### src/rtl/hid_pkg.sv
// Shared HID definitions: device types, lock keycodes, LED bit positions, LED FSM states.
// Build option HID_LED_COMPOSE_EN lets the Compose key (0x65) toggle lock bit 3.
package hid_pkg;

    typedef enum logic [1:0] {
        HID_NONE  = 2'd0,
        HID_KBD   = 2'd1,
        HID_MOUSE = 2'd2,
        HID_GAME  = 2'd3
    } hid_typ_e;

    localparam logic [7:0] KEY_NUM      = 8'h53;
    localparam logic [7:0] KEY_CAPS     = 8'h39;
    localparam logic [7:0] KEY_SCROLL   = 8'h47;
    localparam logic [7:0] KEY_COMPOSE  = 8'h65;
    localparam logic [7:0] KEY_ROLLOVER = 8'h01;

    localparam int LED_NUM     = 0;
    localparam int LED_CAPS    = 1;
    localparam int LED_SCROLL  = 2;
    localparam int LED_COMPOSE = 3;

    // Lock bits that keys are allowed to toggle; bit 3 stays at its initial value otherwise.
`ifdef HID_LED_COMPOSE_EN
    localparam logic [3:0] LOCK_MASK = 4'b1111;
`else
    localparam logic [3:0] LOCK_MASK = 4'b0111;
`endif

    typedef enum logic [1:0] {
        ST_IDLE  = 2'd0,
        ST_ISSUE = 2'd1,
        ST_HOLD  = 2'd2
    } led_state_e;

    function automatic logic key_hit(input logic [7:0] k1, input logic [7:0] k2,
                                     input logic [7:0] k3, input logic [7:0] k4,
                                     input logic [7:0] code);
        return (k1 == code) || (k2 == code) || (k3 == code) || (k4 == code);
    endfunction

endpackage

### src/rtl/hid_lock_led_ctrl_if.sv
// Report / LED-configuration bundle between the USB HID host core and the lock-LED controller.
interface hid_lock_led_ctrl_if;

    logic [1:0] typ;
    logic       report;
    logic       conerr;
    logic [7:0] key_modifiers;
    logic [7:0] key1;
    logic [7:0] key2;
    logic [7:0] key3;
    logic [7:0] key4;
    logic [3:0] leds;
    logic       update_leds_stb;
    logic [3:0] lock_leds;
    logic       pending;

    modport master (
        output typ, report, conerr, key_modifiers, key1, key2, key3, key4,
        input  leds, update_leds_stb, lock_leds, pending
    );

    modport slave (
        input  typ, report, conerr, key_modifiers, key1, key2, key3, key4,
        output leds, update_leds_stb, lock_leds, pending
    );

endinterface

### src/rtl/hid_key_match.sv
// Combinational keycode decoder: four report slots -> set of pressed lock keys plus rollover flag.
module hid_key_match
    import hid_pkg::*;
(
    input  logic [7:0] key1,
    input  logic [7:0] key2,
    input  logic [7:0] key3,
    input  logic [7:0] key4,
    output logic [3:0] pressed,
    output logic       rollover
);

    // Any slot matching counts once, so duplicated keycodes collapse naturally.
    always_comb begin
        pressed              = '0;
        pressed[LED_NUM]     = key_hit(key1, key2, key3, key4, KEY_NUM);
        pressed[LED_CAPS]    = key_hit(key1, key2, key3, key4, KEY_CAPS);
        pressed[LED_SCROLL]  = key_hit(key1, key2, key3, key4, KEY_SCROLL);
        pressed[LED_COMPOSE] = key_hit(key1, key2, key3, key4, KEY_COMPOSE);
        pressed              = pressed & LOCK_MASK;
        rollover = (key1 == KEY_ROLLOVER) && (key2 == KEY_ROLLOVER) &&
                   (key3 == KEY_ROLLOVER) && (key4 == KEY_ROLLOVER);
    end

endmodule

### src/rtl/hid_lock_led_ctrl.sv
// Keyboard lock-LED controller: tracks Num/Caps/Scroll lock state and sends rate-limited LED updates.
// Compose support is selected by HID_LED_COMPOSE_EN (see hid_pkg).
module hid_lock_led_ctrl
    import hid_pkg::*;
#(
    parameter int unsigned HOLD_CYCLES = 12000,
    parameter logic [3:0]  INIT_LEDS   = 4'b0001
) (
    input  logic                usbclk,
    input  logic                usbrst,
    hid_lock_led_ctrl_if.slave  bus
);

    localparam int CNT_W = $clog2(HOLD_CYCLES);
    localparam logic [CNT_W-1:0] HOLD_LOAD = CNT_W'(HOLD_CYCLES - 1);

    logic             kbd_valid;
    logic             kbd_valid_q;
    logic             connect_evt;
    logic             disconnect_evt;
    logic             report_ok;
    logic             rollover;
    logic             go_issue;
    logic             stb;
    logic             pending_q;
    logic [3:0]       pressed;
    logic [3:0]       edges;
    logic [3:0]       prev_pressed;
    logic [3:0]       lock_q;
    logic [3:0]       leds_q;
    logic [CNT_W-1:0] hold_cnt;
    led_state_e       state_q;
    led_state_e       state_d;
    logic             unused_modifiers;

    hid_key_match u_key_match (
        .key1     (bus.key1),
        .key2     (bus.key2),
        .key3     (bus.key3),
        .key4     (bus.key4),
        .pressed  (pressed),
        .rollover (rollover)
    );

    assign unused_modifiers = ^bus.key_modifiers;

    assign kbd_valid      = (bus.typ == HID_KBD) && !bus.conerr;
    assign connect_evt    = kbd_valid && !kbd_valid_q;
    assign disconnect_evt = !kbd_valid && kbd_valid_q;
    assign report_ok      = bus.report && kbd_valid && !rollover;
    assign edges          = report_ok ? (pressed & ~prev_pressed) : 4'b0000;
    assign go_issue       = (state_q == ST_IDLE) && pending_q && kbd_valid;

    // Lock state and pending flag; a connect wins over a toggle, and a toggle re-arms pending
    // even on the edge where the current state is being captured for the host.
    always_ff @(posedge usbclk) begin
        if (usbrst) begin
            kbd_valid_q  <= 1'b0;
            lock_q       <= INIT_LEDS;
            leds_q       <= INIT_LEDS;
            prev_pressed <= '0;
            pending_q    <= 1'b0;
        end else begin
            kbd_valid_q <= kbd_valid;
            if (go_issue) begin
                leds_q <= lock_q;
            end
            if (connect_evt) begin
                lock_q       <= INIT_LEDS;
                prev_pressed <= '0;
                pending_q    <= 1'b1;
            end else if (disconnect_evt) begin
                prev_pressed <= '0;
                pending_q    <= 1'b0;
            end else begin
                if (report_ok) begin
                    prev_pressed <= pressed;
                end
                if (|edges) begin
                    lock_q    <= lock_q ^ edges;
                    pending_q <= 1'b1;
                end else if (go_issue) begin
                    pending_q <= 1'b0;
                end
            end
        end
    end

    always_ff @(posedge usbclk) begin
        if (usbrst) begin
            state_q <= ST_IDLE;
        end else begin
            state_q <= state_d;
        end
    end

    always_comb begin
        state_d = state_q;
        stb     = 1'b0;
        unique case (state_q)
            ST_IDLE: begin
                if (go_issue) begin
                    state_d = ST_ISSUE;
                end
            end
            ST_ISSUE: begin
                stb     = 1'b1;
                state_d = ST_HOLD;
            end
            ST_HOLD: begin
                if (hold_cnt <= CNT_W'(1)) begin
                    state_d = ST_IDLE;
                end
            end
            default: begin
                state_d = ST_IDLE;
            end
        endcase
    end

    // Hold-off counter: loaded as the strobe goes out, counts down and parks at zero.
    always_ff @(posedge usbclk) begin
        if (usbrst) begin
            hold_cnt <= '0;
        end else if (state_q == ST_ISSUE) begin
            hold_cnt <= HOLD_LOAD;
        end else if ((state_q == ST_HOLD) && (hold_cnt != '0)) begin
            hold_cnt <= hold_cnt - 1'b1;
        end
    end

    assign bus.leds            = leds_q;
    assign bus.update_leds_stb = stb;
    assign bus.lock_leds       = lock_q;
    assign bus.pending         = pending_q;

endmodule

### src/flat_wrapper.sv
// flat-port wrapper written by rule: the top's interface ports become plain ports
module hid_lock_led_ctrl_flat import hid_pkg::*;
#(
    parameter int unsigned HOLD_CYCLES = 12000,
    parameter logic [3:0]  INIT_LEDS   = 4'b0001
)
  (usbclk, usbrst, bus_typ, bus_report, bus_conerr, bus_key_modifiers, bus_key1, bus_key2, bus_key3, bus_key4, bus_leds, bus_update_leds_stb, bus_lock_leds, bus_pending);
  hid_lock_led_ctrl_if bus_i ();
  input  logic usbclk;
  input  logic usbrst;
  input wire logic [$bits(bus_i.typ)-1:0] bus_typ;
  input wire logic [$bits(bus_i.report)-1:0] bus_report;
  input wire logic [$bits(bus_i.conerr)-1:0] bus_conerr;
  input wire logic [$bits(bus_i.key_modifiers)-1:0] bus_key_modifiers;
  input wire logic [$bits(bus_i.key1)-1:0] bus_key1;
  input wire logic [$bits(bus_i.key2)-1:0] bus_key2;
  input wire logic [$bits(bus_i.key3)-1:0] bus_key3;
  input wire logic [$bits(bus_i.key4)-1:0] bus_key4;
  output wire logic [$bits(bus_i.leds)-1:0] bus_leds;
  output wire logic [$bits(bus_i.update_leds_stb)-1:0] bus_update_leds_stb;
  output wire logic [$bits(bus_i.lock_leds)-1:0] bus_lock_leds;
  output wire logic [$bits(bus_i.pending)-1:0] bus_pending;
  assign bus_i.typ = bus_typ;
  assign bus_i.report = bus_report;
  assign bus_i.conerr = bus_conerr;
  assign bus_i.key_modifiers = bus_key_modifiers;
  assign bus_i.key1 = bus_key1;
  assign bus_i.key2 = bus_key2;
  assign bus_i.key3 = bus_key3;
  assign bus_i.key4 = bus_key4;
  assign bus_leds = bus_i.leds;
  assign bus_update_leds_stb = bus_i.update_leds_stb;
  assign bus_lock_leds = bus_i.lock_leds;
  assign bus_pending = bus_i.pending;
  hid_lock_led_ctrl #(.HOLD_CYCLES(HOLD_CYCLES), .INIT_LEDS(INIT_LEDS)) u_core (.usbclk(usbclk), .usbrst(usbrst), .bus(bus_i));
endmodule
### config.mk
export PLATFORM = sky130hd
export DESIGN_NAME = hid_lock_led_ctrl_flat
export DESIGN_NICKNAME = d
export VERILOG_FILES = /design/src/rtl/hid_pkg.sv /design/src/rtl/hid_lock_led_ctrl_if.sv /design/src/rtl/hid_key_match.sv /design/src/rtl/hid_lock_led_ctrl.sv /design/src/flat_wrapper.sv
export SDC_FILE = /design/constraint.sdc
export NUM_CORES = 1
export LEC_CHECK = 0
export CORE_MARGIN = 2
export CORE_UTILIZATION = 45
export DETAILED_ROUTE_END_ITERATION = 7
export DONT_BUFFER_PORTS = 1
export SLEW_MARGIN = 40
export SYNTH_ARGS = -nofsm -noshare
export SYNTH_HDL_FRONTEND = slang
export SYNTH_SLANG_ARGS = --single-unit
### constraint.sdc
create_clock -name usbclk -period 2.8 [get_ports usbclk]
set_clock_uncertainty 0.05 [all_clocks]
set_input_delay 0.14 -clock usbclk [delete_from_list [all_inputs] [get_ports usbclk]]
set_output_delay 0.14 -clock usbclk [all_outputs]
set_load 0.01 [all_outputs]
==> impl_metrics.csv <==
group,metric,value,unit
sta,layout_setup_ws,690.9,ps
route,antenna_left,0,
sta,drv_slew,0,
sta,period_needed,2109,ps
grt,grt_first_pass_wirelength,6.534,mm
placed_design,place_area,1787,um2
logic_synthesis,yosys_warnings,0,
sta,tightestPinTransition,704.8,ps
worst_setup_path,crit_chain,"or4_4, nor3_4, nand3_2, a22o_1, a221oi_2",
clock_network,cts.clk_slew.worst_paths,90,ps
min_path,hold_path_class,"in -> reg",
clock_network,clock_latency,270,ps
floorplanning,start_util,0.4746,
pwr,clockPowerShare,0.326,
logic_synthesis,yosysTopAreaCell,"dfxtp_1",
clock_network,cts.htree.levels,1,
grt,grt.overflow.total,0,
pwr,switchingPower,164.4,uW
worst_setup_path,slowest_stage,"or4_4",
worst_setup_path,crit_fanout,10,
floorplanning,core,3689,um2
clock_network,cts_root_buf,"clkbuf_8",
logic_synthesis,synth-main-ff-cell,"dfxtp_1",
pwr,pwr-share-seq,0.580,
cells_and_area,num_antenna_cells,0,
cells_and_area,fill_cells,373,
placed_design,pre_cts_slack,735.5,ps
cells_and_area,finish.net_count,260,
worst_setup_path,critPathKind,"reg -> reg",
cells_and_area,fin_cells,256,
clock_network,cts_tree,"built",
worst_setup_path,crit_start,"u_core.hold_cnt[11]$_SDFFE_PP0P_",
flow_run,drv_cap,0,
sta,fmaxAchievable,0.4741,GHz
logic_synthesis,yosys.cell_count.top_type,"dfxtp_1",
logic_synthesis,yosys.area.top_type_share,0.3088,
route,drtPass1Iterations,4,
grt,grt_max_degree,22,
pwr,swShare,0.2419,
sta,setup_violations,0,
placed_design,port_buffers,0,
worst_setup_path,end_kind,"register",
worst_setup_path,crit_family,"simple AND/OR/NAND/NOR gates",
cells_and_area,drive_gt1_frac,0.09135,
route,routedWlPerCell,15.45,um
sta,period_share,0.7532,
worst_setup_path,required,2940,ps
route,dr_total_vias,1598,
pwr,p_leak,0.0006472,uW
clock_network,post_cts_resized,0,
floorplanning,die_area,4405,um2
sta,fin_tns_setup,0,ps
placed_design,hpwl,2.975,mm
worst_setup_path,startpoint_type,"register",
pwr,ir_worst_vdd,0.2069,mV
clock_network,cts_buffers,3,
grt,antenna_found_initial,0,
route,vias_per_cell,6.242,
route,routed_wirelength,3.956,mm
cells_and_area,area_growth,5.575,%
pwr,p_per_area,367.7,nW/um2
logic_synthesis,syn-cell-area,1750,um2
logic_synthesis,netlist_instances,207,
grt,grt_usage,0.1904,
logic_synthesis,synth_common_cells,"dfxtp_1 (27), nor3_1 (22), nor2_1 (18)",
floorplanning,die_y,66.37,um
logic_synthesis,synthTopCellsByArea,"dfxtp_1 (31%), nor3_1 (6.3%), nor2_1 (3.9%), ha_1 (3.6%), a311oi_1 (3.0%)",
logic_synthesis,synth-async-reset-ratio,0,
floorplanning,num_rows,22,
clock_network,cts.sinks,27,
placed_design,gp_congestion,0.7698,
worst_setup_path,r2r_slack,690,ps
placed_design,dp_cells,250,
sta,relSlewSlack,0.5269,
logic_synthesis,ys_seq_area_frac,0.3088,
logic_synthesis,ys_ff_latch,27,
cells_and_area,fin_area,1848,um2
floorplanning,io_pins,56,
pwr,internal-power,515.2,uW
worst_setup_path,worstReg2RegStart,"u_core.hold_cnt[11]$_SDFFE_PP0P_",
logic_synthesis,avgSynthCellArea,8.456,um2
worst_setup_path,max_stage_delay,580,ps
worst_setup_path,crit_buf_inv,0,
route,drt_iter0_markers,86,
worst_setup_path,crit_arrival,2250,ps
outcome,status,"finished, final reports clean",
clock_network,clock_tree.buffer_depth,2,
route,drc_errors,0,
logic_synthesis,synth_cell_types,52,
pwr,pwr-share-comb,0.094,
sta,hold_ws,3.143,ps
logic_synthesis,synth-edff-count,0,
worst_setup_path,ff2ff_path_depth,5,
grt,grt_pass1_vias,1511,
floorplanning,die_w,66.37,um
sta,hold_viol_final,0,
sta,rsz0062_at_grt,"no",
worst_setup_path,cp-endpoint,"u_core.hold_cnt[1]$_SDFFE_PP0P_",
worst_setup_path,crit_cells,5,
worst_setup_path,reg2reg_to,"u_core.hold_cnt[1]$_SDFFE_PP0P_",
final cells by class:
| cell class | count | area (um2) | area share |
|---|---|---|---|
| multi-input cells | 163 | 1137 | 0.6154 |
| flip-flops and latches | 27 | 540.5 | 0.2925 |
| well taps | 48 | 60.06 | 0.03250 |
| clock buffers | 3 | 41.29 | 0.02234 |
| inverters | 11 | 41.29 | 0.02234 |
| repair buffers | 3 | 22.52 | 0.01219 |
| clock inverters | 1 | 5.005 | 0.002708 |
routing by layer:
metal,share of wire,track usage
met1,0.47,0.2390
met2,0.45,0.3325
met3,0.069,0.02726
met4,0.0058,0.06122
met5,0,0
how the worst min path moves through the flow:
| stage | depth (start not counted) | startpoint | to | slack, ps |
|---|---|---|---|---|
| floorplan | 2 | bus_typ[0] | u_core.kbd_valid_q$_SDFF_PP0_ | 270 |
| global placement | 1 | usbrst | u_core.hold_cnt[1]$_SDFFE_PP0P_ | 160 |
| detailed placement | 1 | usbrst | u_core.hold_cnt[1]$_SDFFE_PP0P_ | 160 |
| CTS | 2 | bus_typ[0] | u_core.kbd_valid_q$_SDFF_PP0_ | 1 |
| global route | 2 | bus_typ[0] | u_core.kbd_valid_q$_SDFF_PP0_ | 10 |
| finish | 2 | bus_typ[0] | u_core.kbd_valid_q$_SDFF_PP0_ | 3 |
cell usage in the layout, fill, tap and decap left out, types with 6 or more instances in the layout:
cell type | Yosys | routed
a311oi_1 | 6 | 6
nor2_1 | 18 | 18
a21oi_1 | 9 | 9
nand4_1 | 8 | 8
nor3_1 | 22 | 22
inv_1 | 9 | 9
dfxtp_1 | 27 | 27
nand2_1 | 7 | 7
nand3_1 | 9 | 9
state kept, by name, summed over array words and instances (netlist names):
| signal | cells |
|---|---|
| u_core.prev_pressed | 3 |
| u_core.bus.lock_leds | 3 |
| u_core.kbd_valid_q | 1 |
| u_core.hold_cnt | 14 |
| u_core.state_q | 2 |
| u_core.bus.pending | 1 |
| u_core.bus.leds | 3 |
kinds of logic (layout without fill, tap and decap cells):
| group | after synthesis | after routing | synth area share |
|---|---|---|---|
| muxes | 5 | 5 | 0.02859 |
| buffers and inverters | 18 | 18 | 0.04359 |
| and+or+nand+nor | 105 | 105 | 0.3688 |
| other | 1 | 2 | 0.002142 |
| DFF | 27 | 27 | 0.3088 |
| AOI/OAI and AO/OA | 41 | 41 | 0.1873 |
| xor gates and xnor gates | 5 | 5 | 0.02502 |
| adders and majority gates | 5 | 5 | 0.03574 |
power groups by stage:
stage               logic [uW]  clock network (uW)  registers [uW]
floorplan                 54.9                   0             402
global placement          54.6                   0             403
detailed placement        56.1                   0             403
CTS                       63.8                 231             394
global route              70.6                 244             395
finish                    63.6                 222             394
stage by stage:
step / power, uW / utilization
2_1_floorplan: 457.0 / -
3_3_place_gp: 457.8 / 0.4844
3_5_place_dp: 459.4 / 0.4844
4_1_cts: 689.1 / 0.5024
5_1_grt: 709.9 / 0.5010
6_report: 679.5 / 0.5010
timing repair:
action | 4_1_cts | 5_1_grt
setup buffers | 0 | 0
hold endpoints to repair | 21 | 0
hold buffers | 2 | 0
(Power assumes the default switching activity.)
